--- src/rtl/fetch_queue_if.sv ---
// Fetch queue bus: instruction-memory request/response side plus decode-side handshake.
// The master modport is the queue itself; slave is the memory/decode environment.
interface fetch_queue_if;
    logic        redirect;
    logic [31:0] redirect_pc;
    logic        mem_req;
    logic [31:0] mem_addr;
    logic        mem_gnt;
    logic        mem_rvalid;
    logic [31:0] mem_rdata;
    logic        out_valid;
    logic        out_ready;
    logic [31:0] out_instr;
    logic [31:0] out_pc;

    modport master (
        input  redirect, redirect_pc, mem_gnt, mem_rvalid, mem_rdata, out_ready,
        output mem_req, mem_addr, out_valid, out_instr, out_pc
    );

    modport slave (
        output redirect, redirect_pc, mem_gnt, mem_rvalid, mem_rdata, out_ready,
        input  mem_req, mem_addr, out_valid, out_instr, out_pc
    );
endinterface

--- src/rtl/fetch_queue.sv ---
// Instruction prefetch queue: credit-limited word fetcher feeding a DEPTH-entry PC/instr FIFO.
// Optional macro FETCH_QUEUE_BYPASS_EN forwards a response straight to decode when the queue is empty.
module fetch_queue #(
    parameter int          DEPTH    = 4,
    parameter logic [31:0] RESET_PC = 32'h0000_0000
) (
    input logic          clk,
    input logic          reset,
    fetch_queue_if.master bus
);
    localparam int          PW  = $clog2(DEPTH);
    localparam int          CW  = PW + 1;
    localparam logic [31:0] NOP = 32'h0000_0013;

    logic [31:0]   fetch_pc_q, fetch_pc_d;
    logic [31:0]   resp_pc_q, resp_pc_d;
    logic [PW-1:0] wr_ptr_q, wr_ptr_d;
    logic [PW-1:0] rd_ptr_q, rd_ptr_d;
    logic [CW-1:0] count_q, count_d;
    logic [CW-1:0] outst_q, outst_d;
    logic [CW-1:0] discard_q, discard_d;

    logic [31:0] instr_mem [DEPTH];
    logic [31:0] pc_mem [DEPTH];

    logic [CW:0] credit_sum;
    logic        grant, rsp, drop, accept, push, pop, fifo_valid;
    logic        byp_valid, byp_taken;

    // Credits cover both buffered entries and in-flight fetches, so a push always has room.
    assign credit_sum  = {1'b0, count_q} + {1'b0, outst_q};
    assign bus.mem_req  = !bus.redirect && (credit_sum < (CW+1)'(DEPTH));
    assign bus.mem_addr = fetch_pc_q;

    assign grant      = bus.mem_req && bus.mem_gnt;
    assign rsp        = bus.mem_rvalid && (outst_q != '0);
    assign drop       = rsp && (discard_q != '0);
    assign accept     = rsp && (discard_q == '0);
    assign fifo_valid = (count_q != '0);
    assign pop        = fifo_valid && bus.out_ready;

`ifdef FETCH_QUEUE_BYPASS_EN
    assign byp_valid = accept && !fifo_valid && !bus.redirect;
    assign byp_taken = byp_valid && bus.out_ready;
`else
    assign byp_valid = 1'b0;
    assign byp_taken = 1'b0;
`endif

    assign push = accept && !byp_taken;

    always_comb begin
        bus.out_valid = fifo_valid || byp_valid;
        bus.out_instr = NOP;
        bus.out_pc    = 32'h0;
        if (fifo_valid) begin
            bus.out_instr = instr_mem[rd_ptr_q];
            bus.out_pc    = pc_mem[rd_ptr_q];
        end else if (byp_valid) begin
            bus.out_instr = bus.mem_rdata;
            bus.out_pc    = resp_pc_q;
        end
    end

    always_comb begin
        fetch_pc_d = fetch_pc_q;
        resp_pc_d  = resp_pc_q;
        wr_ptr_d   = wr_ptr_q;
        rd_ptr_d   = rd_ptr_q;
        count_d    = count_q;
        outst_d    = outst_q;
        discard_d  = discard_q;
        if (bus.redirect) begin
            // Every fetch still in flight becomes stale; the one returning now is retired.
            fetch_pc_d = bus.redirect_pc & 32'hFFFF_FFFC;
            resp_pc_d  = bus.redirect_pc & 32'hFFFF_FFFC;
            wr_ptr_d   = '0;
            rd_ptr_d   = '0;
            count_d    = '0;
            outst_d    = outst_q - CW'(rsp);
            discard_d  = outst_q - CW'(rsp);
        end else begin
            if (grant) fetch_pc_d = fetch_pc_q + 32'd4;
            outst_d = outst_q + CW'(grant) - CW'(rsp);
            if (drop) discard_d = discard_q - CW'(1);
            if (accept) resp_pc_d = resp_pc_q + 32'd4;
            if (push) wr_ptr_d = wr_ptr_q + PW'(1);
            if (pop) rd_ptr_d = rd_ptr_q + PW'(1);
            count_d = count_q + CW'(push) - CW'(pop);
        end
    end

    always_ff @(posedge clk or negedge reset) begin
        if (!reset) begin
            fetch_pc_q <= RESET_PC;
            resp_pc_q  <= RESET_PC;
            wr_ptr_q   <= '0;
            rd_ptr_q   <= '0;
            count_q    <= '0;
            outst_q    <= '0;
            discard_q  <= '0;
        end else begin
            fetch_pc_q <= fetch_pc_d;
            resp_pc_q  <= resp_pc_d;
            wr_ptr_q   <= wr_ptr_d;
            rd_ptr_q   <= rd_ptr_d;
            count_q    <= count_d;
            outst_q    <= outst_d;
            discard_q  <= discard_d;
        end
    end

    // Storage is data only; validity comes entirely from count_q.
    always_ff @(posedge clk) begin
        if (push && !bus.redirect) begin
            instr_mem[wr_ptr_q] <= bus.mem_rdata;
            pc_mem[wr_ptr_q]    <= resp_pc_q;
        end
    end
endmodule

--- src/flat_wrapper.sv ---
// flat-port wrapper written by rule: the top's interface ports become plain ports
module fetch_queue_flat 
#(
    parameter int          DEPTH    = 4,
    parameter logic [31:0] RESET_PC = 32'h0000_0000
)
  (clk, reset, bus_redirect, bus_redirect_pc, bus_mem_gnt, bus_mem_rvalid, bus_mem_rdata, bus_out_ready, bus_mem_req, bus_mem_addr, bus_out_valid, bus_out_instr, bus_out_pc);
  fetch_queue_if bus_i ();
  input logic clk;
  input logic reset;
  input wire logic [$bits(bus_i.redirect)-1:0] bus_redirect;
  input wire logic [$bits(bus_i.redirect_pc)-1:0] bus_redirect_pc;
  input wire logic [$bits(bus_i.mem_gnt)-1:0] bus_mem_gnt;
  input wire logic [$bits(bus_i.mem_rvalid)-1:0] bus_mem_rvalid;
  input wire logic [$bits(bus_i.mem_rdata)-1:0] bus_mem_rdata;
  input wire logic [$bits(bus_i.out_ready)-1:0] bus_out_ready;
  output wire logic [$bits(bus_i.mem_req)-1:0] bus_mem_req;
  output wire logic [$bits(bus_i.mem_addr)-1:0] bus_mem_addr;
  output wire logic [$bits(bus_i.out_valid)-1:0] bus_out_valid;
  output wire logic [$bits(bus_i.out_instr)-1:0] bus_out_instr;
  output wire logic [$bits(bus_i.out_pc)-1:0] bus_out_pc;
  assign bus_i.redirect = bus_redirect;
  assign bus_i.redirect_pc = bus_redirect_pc;
  assign bus_i.mem_gnt = bus_mem_gnt;
  assign bus_i.mem_rvalid = bus_mem_rvalid;
  assign bus_i.mem_rdata = bus_mem_rdata;
  assign bus_i.out_ready = bus_out_ready;
  assign bus_mem_req = bus_i.mem_req;
  assign bus_mem_addr = bus_i.mem_addr;
  assign bus_out_valid = bus_i.out_valid;
  assign bus_out_instr = bus_i.out_instr;
  assign bus_out_pc = bus_i.out_pc;
  fetch_queue #(.DEPTH(DEPTH), .RESET_PC(RESET_PC)) u_core (.clk(clk), .reset(reset), .bus(bus_i));
endmodule
--- config.mk ---
export PLATFORM = sky130hd
export DESIGN_NAME = fetch_queue_flat
export DESIGN_NICKNAME = d
export VERILOG_FILES = /design/src/rtl/fetch_queue_if.sv /design/src/rtl/fetch_queue.sv /design/src/flat_wrapper.sv
export SDC_FILE = /design/constraint.sdc
export NUM_CORES = 1
export LEC_CHECK = 0
export CORE_MARGIN = 4
export CORE_UTILIZATION = 50
export CTS_BUF_LIST = sky130_fd_sc_hd__clkbuf_8
export CTS_CLUSTER_DIAMETER = 50
export CTS_CLUSTER_SIZE = 8
export DETAILED_ROUTE_END_ITERATION = 6
export PLACE_DENSITY = 0.84
export SYNTH_ARGS = -nofsm -noshare
export SYNTH_HDL_FRONTEND = slang
export SYNTH_SLANG_ARGS = --single-unit
--- constraint.sdc ---
create_clock -name clk -period 6.4 [get_ports clk]
set_input_delay 0.96 -clock clk [delete_from_list [all_inputs] [get_ports clk]]
set_output_delay 0.96 -clock clk [all_outputs]
set_load 0.01 [all_outputs]
==> flow_metrics.tcl <==
set metrics [dict create \
    start_util_pct 50.85 \
    worstSetupPathType "reg2out" \
    grt_pass1_wl_microns 46470 \
    slowest_delay_ns 1.11 \
    syn_inst 866 \
    ant_nets 0 \
    coreArea_sq_mm 0.02695 \
    first_iter_violations 732 \
    crit_arrival_ns 3.34 \
    synth_seq_cells 321 \
    cts.clk_slew.worst_paths_ns 0.06 \
    dieArea_sq_mm 0.03012 \
    place_congestion 0.8419 \
    rr_startpoint "u_core.outst_q[1]" \
    insertedDiodeCount 0 \
    leakagePower_nw 5.597 \
    vias 7997 \
    async_flop_share_pct 22.74 \
    drc 0 \
    finalPower_mw 5.726 \
    grt_max_degree 74 \
    synth_edf_count 248 \
    avgRoutedWirePerCell_microns 20.34 \
    hold_class "reg2reg" \
    irDropWorstVdd_mv 0.1520 \
    ys_warn_count 0 \
    synth_top_area_share_pct 54.34 \
    powerDensity_mw_per_mm2 350.3 \
    worst_pin_slew_ns 1.155 \
    insertion_delay_ns 0.55 \
    ys_types 57 \
    rsz0062_at_grt "false" \
    finalSetupTns_ns 0 \
    ys_seq_area_share_pct 67.67 \
    clkSinkCount 321 \
    drv_cap 0 \
    nNetsFinal 1133 \
    nFillCells 1976 \
    vias_per_cell 5.700 \
    maxSlewViolCount 0 \
    required_ns 5.44 \
    antenna_found_initial 0 \
    design_area_sq_mm 0.01635 \
    cts_tree "built" \
    regArea_sq_mm 0.009279 \
    placed_cells 1338 \
    placed_area_sq_mm 0.01563 \
    hold_depth 0 \
    crit_chain "buf_4 -> mux4_2 -> and2_1 -> clkdlybuf4s50_1" \
    cts_max_path_buffers 3 \
    r2r-end "u_core.bus.mem_addr[6]" \
    post_cts_resized 0 \
    skew_ns 0.01921 \
    synth_top_area_cell "edfxtp_1" \
    setup_viol 0 \
    holdBufCountCts 0 \
    rr_worst_depth 7 \
    multi_input_area_sq_mm 0.004136 \
    hpwlAfterDp_microns 17820 \
    syn_avg_cell_area_sq_um 15.82 \
    cts_setup_buffers 0 \
    startpoint_type "flip-flop" \
    synth.area.top_cells "edfxtp_1 (54%), dfrtp_1 (13%), mux4_2 (10%)" \
    cts.htree.levels 2 \
    status "finished, final reports clean" \
    worst_setup_path_end_kind "primary output" \
    whs_ns 0.5595 \
    cp_max_fo 52 \
    area_delta_synth_final_pct 19.27 \
    cts_inserted_buffers 46 \
    drive_gt1_share_pct 15.07 \
    root_buffer "clkbuf_8" \
    first_pass_iters 5 \
    grt_usage_pct 19.20 \
    wirelength_microns 28530 \
    grt_overflow_total 0 \
    stdcell_count 1403 \
    synthFlopType "edfxtp_1" \
    worstHoldStart "u_core.resp_pc_q[20]" \
    portBuffers 161 \
    fmax_ghz 0.2325 \
    critPathLaunch "u_core.rd_ptr_q[0]" \
    hold_viol 0 \
    post-route-min-period_ns 4.301 \
    fp.dieH_microns 173.6 \
    relSlewSlack_pct 22.70 \
    rows 60 \
    ios 168 \
    ff2ff_setup_slack_ns 3.02 \
    netlist_area_sq_mm 0.01370 \
    grt_pass1_vias 8389 \
    cp_slowest_cell "dfrtp_4" \
    min_to "u_core.pc_mem[2][20]" \
    min_period_over_period_pct 67.21 \
    die_w_microns 173.6 \
]
-- critical path: cells and delay by family, from the launching register on --
family | cells | cell delay, ns
buffers and inverters | 2 | 0.96
flip-flops | 1 | 1.11
multiplexers | 1 | 0.53
AND/OR/NAND/NOR | 1 | 0.17
-- flip-flops by register name, summed over array words and instances (netlist names) --
register / flops
u_core.bus.mem_addr: 30
u_core.wr_ptr_q: 2
u_core.count_q: 3
u_core.rd_ptr_q: 2
u_core.instr_mem: 128
u_core.discard_q: 3
u_core.outst_q: 3
u_core.resp_pc_q: 30
u_core.pc_mem: 120
-- report_power, final --
group | switching, mW | internal (mW) | leakage [nW] | total [mW]
combinational | 0.758 | 0.969 | 2.06 | 1.73
clock | 0.704 | 0.655 | 0.416 | 1.36
sequential | 0.236 | 2.40 | 3.12 | 2.64
-- how the worst max path moves through the flow --
stage / endpoint / slack (ns) / cells after the start
floorplan: u_core.instr_mem[0][0] / 2.87 / 4
global placement: bus_out_pc[31] / 2.58 / 4
detailed placement: bus_out_pc[31] / 2.57 / 4
CTS: bus_out_pc[31] / 1.97 / 4
global route: bus_out_pc[31] / 1.81 / 4
finish: bus_out_pc[9] / 2.10 / 4
-- cells by family after synthesis --
| family | count (synthesis) | share of synthesized area, % |
|---|---|---|
| adders and majority gates | 18 | 1.753 |
| xor gates and xnor gates | 41 | 2.620 |
| buffers and inverters | 72 | 2.264 |
| and+or+nand+nor | 256 | 10.76 |
| muxes | 71 | 10.90 |
| other | 1 | 0.02736 |
| AOI/OAI and AO/OA | 86 | 3.999 |
| DFF | 321 | 67.67 |
-- layout make-up --
class	count	share of cell area (%)
Sequential cell	321	56.77
Clock buffer	46	3.873
Timing Repair Buffer	171	10.26
Clock inverter	19	0.5205
Multi-Input combinational cell	476	25.31
Tap cell	341	2.610
Inverter	29	0.6659
-- through the flow --
| step | setup slack (ns) | utilization, % |
|---|---|---|
| floorplan | 2.871 | - |
| global placement | 2.579 | 57.99 |
| detailed placement | 2.568 | 57.99 |
| CTS | 1.969 | 60.65 |
| global route | 1.810 | 60.65 |
| finish | 2.099 | 60.65 |
-- cells in the mapped netlist (3+ instances only) --
master	count
edfxtp_1	248
dfrtp_1	73
and2_1	67
mux4_2	62
nand2_1	51
o21ai_0	40
nand3_1	34
nor2_1	30
inv_1	27
clkbuf_1	24
xnor2_1	22
nand4_1	20
xor2_1	19
ha_1	16
and3_1	10
o211ai_1	10
nor3_1	9
a21oi_1	8
buf_2	8
buf_4	8
o311ai_1	7
mux2_2	6
or2_2	5
nor4_1	4
o21ai_1	4
o311ai_0	4
or3_1	4
a31oi_1	3
buf_1	3
mux2i_1	3
nor3_2	3
nor4_4	3
-- layer usage --
| metal | routed length (microns) | share of wire (%) | up-vias | track usage (%) |
|---|---|---|---|---|
| li1 | - | - | 3636 | - |
| met1 | 12470 | 44 | 3997 | 27.54 |
| met2 | 13580 | 48 | 321 | 30.69 |
| met3 | 2062 | 7.2 | 43 | 4.166 |
| met4 | 422 | 1.5 | 0 | 4.257 |
| met5 | 0 | 0 | - | 0 |
-- layout by cell type (no fill, tap or decap), drive strengths merged, types with 5 or more instances in the layout --
cell	instances
clkdlybuf4s50	159
edfxtp	248
nand4	23
nor4	9
xnor2	22
inv	43
nand3	36
mux2	6
and3	10
dfrtp	73
clkbuf	46
ha	16
and2	68
a21oi	8
nand2	51
nor2	31
xor2	19
mux4	62
buf	12
o21ai	44
or2	5
o211ai	10
nor3	12
o311ai	11
Note: power is estimated with default switching activity, not from simulation.
